### src/rtl/ripple_adder_sched.sv
// rtl/ripple_adder_sched.sv - two-requester scheduler sequencing OP_WIDTH-bit adds through one external 4-bit adder
// Optional signed-overflow output rsp_ovf when RIPPLE_SCHED_OVF_EN is defined.
module ripple_adder_sched #(
  parameter int OP_WIDTH = 16
) (
  input  logic                clk,
  input  logic                rst_n,
  input  logic                req0_valid,
  output logic                req0_ready,
  input  logic [OP_WIDTH-1:0] req0_a,
  input  logic [OP_WIDTH-1:0] req0_b,
  input  logic                req0_ci,
  input  logic                req1_valid,
  output logic                req1_ready,
  input  logic [OP_WIDTH-1:0] req1_a,
  input  logic [OP_WIDTH-1:0] req1_b,
  input  logic                req1_ci,
  output logic                rsp_valid,
  input  logic                rsp_ready,
  output logic                rsp_id,
  output logic [OP_WIDTH-1:0] rsp_sum,
  output logic                rsp_co,
`ifdef RIPPLE_SCHED_OVF_EN
  output logic                rsp_ovf,
`endif
  output logic [3:0]          add_a,
  output logic [3:0]          add_b,
  output logic                add_ci,
  input  logic [3:0]          add_sum,
  input  logic                add_co
);

  localparam int NSLICE = OP_WIDTH / 4;
  localparam int KW = (NSLICE > 1) ? $clog2(NSLICE) : 1;
  localparam logic [KW-1:0] K_LAST = KW'(NSLICE - 1);

  typedef enum logic [1:0] {IDLE, RUN, DONE} state_t;

  state_t              state;
  logic [OP_WIDTH-1:0] a_q;
  logic [OP_WIDTH-1:0] b_q;
  logic                ci_q;
  logic                carry_q;
  logic                rr;
  logic [KW-1:0]       k;
  logic                gnt1;

  // rr=1 gives requester 1 priority when both are valid
  assign gnt1       = req1_valid && (!req0_valid || rr);
  assign req0_ready = (state == IDLE) && req0_valid && !gnt1;
  assign req1_ready = (state == IDLE) && gnt1;

  always_comb begin
    add_a  = '0;
    add_b  = '0;
    add_ci = 1'b0;
    if (state == RUN) begin
      add_a  = a_q[4*k +: 4];
      add_b  = b_q[4*k +: 4];
      add_ci = (k == '0) ? ci_q : carry_q;
    end
  end

  always_ff @(posedge clk) begin
    if (!rst_n) begin
      state     <= IDLE;
      a_q       <= '0;
      b_q       <= '0;
      ci_q      <= 1'b0;
      carry_q   <= 1'b0;
      rr        <= 1'b0;
      k         <= '0;
      rsp_valid <= 1'b0;
      rsp_id    <= 1'b0;
      rsp_sum   <= '0;
      rsp_co    <= 1'b0;
`ifdef RIPPLE_SCHED_OVF_EN
      rsp_ovf   <= 1'b0;
`endif
    end else begin
      case (state)
        IDLE: begin
          if (req0_ready || req1_ready) begin
            a_q     <= gnt1 ? req1_a  : req0_a;
            b_q     <= gnt1 ? req1_b  : req0_b;
            ci_q    <= gnt1 ? req1_ci : req0_ci;
            rsp_id  <= gnt1;
            rr      <= !gnt1;
            k       <= '0;
            carry_q <= 1'b0;
            state   <= RUN;
          end
        end
        RUN: begin
          rsp_sum[4*k +: 4] <= add_sum;
          carry_q           <= add_co;
          k                 <= k + 1'b1;
          if (k == K_LAST) begin
            rsp_co    <= add_co;
`ifdef RIPPLE_SCHED_OVF_EN
            rsp_ovf   <= add_a[3] ^ add_b[3] ^ add_sum[3] ^ add_co;
`endif
            rsp_valid <= 1'b1;
            state     <= DONE;
          end
        end
        DONE: begin
          if (rsp_ready) begin
            rsp_valid <= 1'b0;
            state     <= IDLE;
          end
        end
        default: state <= IDLE;
      endcase
    end
  end

endmodule
### config.mk
export PLATFORM = sky130hd
export DESIGN_NAME = ripple_adder_sched
export DESIGN_NICKNAME = d
export VERILOG_FILES = /design/src/rtl/ripple_adder_sched.sv
export SDC_FILE = /design/constraint.sdc
export NUM_CORES = 1
export LEC_CHECK = 0
export ABC_AREA = 1
export CAP_MARGIN = 40
export CORE_UTILIZATION = 40
export DETAILED_ROUTE_END_ITERATION = 8
export GPL_TIMING_DRIVEN = 1
export PLACE_DENSITY = 0.72
export SLEW_MARGIN = 15
export SYNTH_ARGS = -nofsm -noshare
export SYNTH_HDL_FRONTEND = slang
export SYNTH_SLANG_ARGS = --single-unit
export TNS_END_PERCENT = 5
### constraint.sdc
create_clock -name clk -period 2.29 [get_ports clk]
set_input_delay 0.687 -clock clk [delete_from_list [all_inputs] [get_ports clk]]
set_output_delay 0.687 -clock clk [all_outputs]
set_load 0.02 [all_outputs]
==> results.sh <==
export IMPL_crit_cells=5
export IMPL_multi_input_area_um2=1707
export IMPL_cts_tree="done"
export IMPL_synth_area_per_cell_um2=6.609
export IMPL_clockBufferDepth=2
export IMPL_dr_total_vias=3271
export IMPL_cp_max_fo=3
export IMPL_place_congestion=0.8568
export IMPL_p_clk_frac=0.374
export IMPL_slowest_delay_ns=0.29
export IMPL_max_freq_mhz=448.5
export IMPL_gr_usage_met1=0.2750
export IMPL_cp_cell_sequence="dlygate4sd2_1 -> nand2_2 -> nand3_4 -> inv_1 -> clkdlybuf4s15_2"
export IMPL_status="complete, no violations"
export IMPL_slew_violations=0
export IMPL_fin_crit_sh=0.9737
export IMPL_grt_busiest_layer="met2"
export IMPL_synthDistinctLibCells=21
export IMPL_grt_antenna_before_repair=0
export IMPL_seq_area_um2=1162
export IMPL_grt_ovfl_total=0
export IMPL_swShare=0.2805
export IMPL_fin_skew_ns=0.006346
export IMPL_cts_max_level=3
export IMPL_syn_to_final_growth_pct=47.68
export IMPL_hp_class="flop to flop"
export IMPL_yosys_top_cells_area="dfxtp_1, nand2_1, nor2_1"
export IMPL_num_antenna_cells=0
export IMPL_vdd_drop_max_mv=0.2704
export IMPL_synth_warnings=0
export IMPL_yosysSeqAreaShare=0.3811
export IMPL_yosysTopAreaCell="dfxtp_1"
export IMPL_worstPathArrival_ns=1.54
export IMPL_insertion_delay_ns=0.33
export IMPL_start_kind="input port"
export IMPL_cp_buffers_inverters=3
export IMPL_startpoint="req0_valid"
export IMPL_dp_hpwl_mm=5.942
export IMPL_routed_wl_mm=8.024
export IMPL_seqPwrFrac=0.383
export IMPL_layout_common_cells="nand2_1, clkdlybuf4s50_1, nor2_1"
export IMPL_die_area_um2=7970
export IMPL_finalHoldViolCount=0
export IMPL_critPathTopFamily="buffers and inverters"
export IMPL_drive_above_1_share=0.1167
export IMPL_fillerInstances=706
export IMPL_grt_pass1_wl_mm=13.25
export IMPL_drc=0
export IMPL_die_height_um=89.28
export IMPL_drt_iter0_markers=107
export IMPL_design_area_um2=4499
export IMPL_pin_count=106
export IMPL_postSynthCellCount=461
export IMPL_die_x_um=89.28
export IMPL_setup_violations=0
export IMPL_relSlewSlack=0.7786
export IMPL_reg2reg_depth=8
export IMPL_p_per_area_nw_per_um2=652.0
export IMPL_post_drt_wl_per_cell_um=11.92
export IMPL_cts_sinks=58
export IMPL_final_nets=651
export IMPL_endpoint="req1_ready"
export IMPL_crit_slowest_cell="dlygate4sd2_1"
export IMPL_first_pass_iters=4
export IMPL_postLayoutCoreUtil=0.6170
export IMPL_drv_cap=0
export IMPL_gr_usage_met2=0.3671
export IMPL_initial_utilization=0.4178
export IMPL_cp_end_kind="output port"
export IMPL_postRouteAntennaNets=0
export IMPL_grtUsageTotal=0.2136
export IMPL_path_class="input port to output port"
export IMPL_io_buffers=105
export IMPL_clock_root_buffer="clkbuf_8"
export IMPL_grtUsageMet3=0.02585
export IMPL_grt_setup_unrepaired="true"
export IMPL_num_rows=31
export IMPL_cp_required_ns=1.60
export IMPL_worst_pin_slew_ns=0.3321
export IMPL_ys_ff_latch=58
export IMPL_internal_power_mw=2.111
export IMPL_cts_setup_buffers=0
export IMPL_rr_endpoint="rsp_sum[0]"
export IMPL_placed_area_um2=4304
export IMPL_synthesis_area_um2=3047
export IMPL_final_common_cell="nand2_1"
export IMPL_clk_pin_slew_worst_paths_ns=0.06
export IMPL_core_area_um2=7292
export IMPL_synth_top_area_frac=0.3811
export IMPL_combinationalPowerShare=0.242
export IMPL_p_switching_mw=0.8229
export IMPL_mappedNetlistNets=543
export IMPL_p_leak_nw=1.906
export IMPL_routed_via_density=4.860
export IMPL_min_period_ns=2.230
export IMPL_grt_pass1_vias=2988
export IMPL_reg2reg_slack_ns=0.71
export IMPL_numCtsBuffers=9
export IMPL_grt_max_degree=35
export IMPL_r2r_start="k[0]"
-- what timing repair did --
action | in CTS | in global routing
hold buffers | 0 | 0
gates resized for setup | 39 | 9
setup endpoints to repair | 11 | 9
pin swaps | 1 | 0
-- power by group through the flow --
stage                     combinational, mW  clock [mW]  sequential, mW
after floorplan                       0.407           0            1.14
after global placement                0.715           0            1.15
after detailed placement              0.726           0            1.15
after CTS                             0.719        1.11            1.12
after global routing                  0.790        1.16            1.13
final                                 0.711        1.10            1.12
-- worst min-delay path by stage --
stage                     cells after the start  slack, ns        from         end
final                                         2       0.46      rsp_co      rsp_co
after floorplan                               2       0.46     b_q[14]     b_q[14]
after global routing                          2       0.48  rsp_sum[0]  rsp_sum[0]
after CTS                                     2       0.47      rsp_co      rsp_co
after detailed placement                      2       0.46  rsp_sum[8]  rsp_sum[8]
after global placement                        2       0.45   rsp_valid   rsp_valid
-- state kept, by name, indices dropped and copies added, names as in the netlist, 2 cells and up --
signal	flops
a_q	16
b_q	16
state	2
rsp_sum	16
k	2
-- logic make-up after synthesis --
family / count (synthesis) / synth area share
AO/OA/AOI/OAI: 85 / 0.1405
adder cells (fa/ha/maj): 6 / 0.02464
flip-flops: 58 / 0.3811
AND/OR/NAND/NOR: 271 / 0.3938
buffers and inverters: 41 / 0.05996
-- Yosys cell counts (all sizes together) --
cell type,n
a211oi,1
a21oi,45
nand4,2
clkbuf,10
clkinv,3
nand2,128
nand3,56
o21ai,39
inv,10
nor2,85
ha,6
dfxtp,58
buf,18
-- metrics by stage --
stage                     TNS (ns)  instances  setup slack [ns]  hold WS, ns  power, mW
after CTS                 -0.05975        673          -0.05975       0.4670      2.954
final                            0        673           0.06013       0.4642      2.934
after detailed placement    -3.792        657           -0.5782       0.4568      1.872
after global placement      -2.509        657           -0.5813       0.4479      1.860
after global routing      -0.06728        673          -0.04919       0.4822      3.080
after floorplan                  0        461           0.08256       0.4567      1.548
-- tightest hold or removal path, stage by stage, from the launching register on --
cell and delay [ns]:
dfxtp_1 0.31, nand2_1 0.06, a21oi_1 0.05
-- per-layer routing --
metal  share of wire  up-vias  routed length, um
li1                -     1714                  -
met1            0.47     1467               3790
met2            0.48       82               3816
met3           0.040        8                323
met4           0.012        0                 93
met5               0        -                  0
-- cell type report --
cell class / instances / share of cell area
well taps: 99 / 0.02753
clock buffers: 12 / 0.03671
inverters: 13 / 0.01085
multi-input cells: 362 / 0.3793
clock inverters: 4 / 0.01613
repair buffers: 125 / 0.2711
flip-flops and latches: 58 / 0.2583
Note: power is estimated with default switching activity, not from simulation.
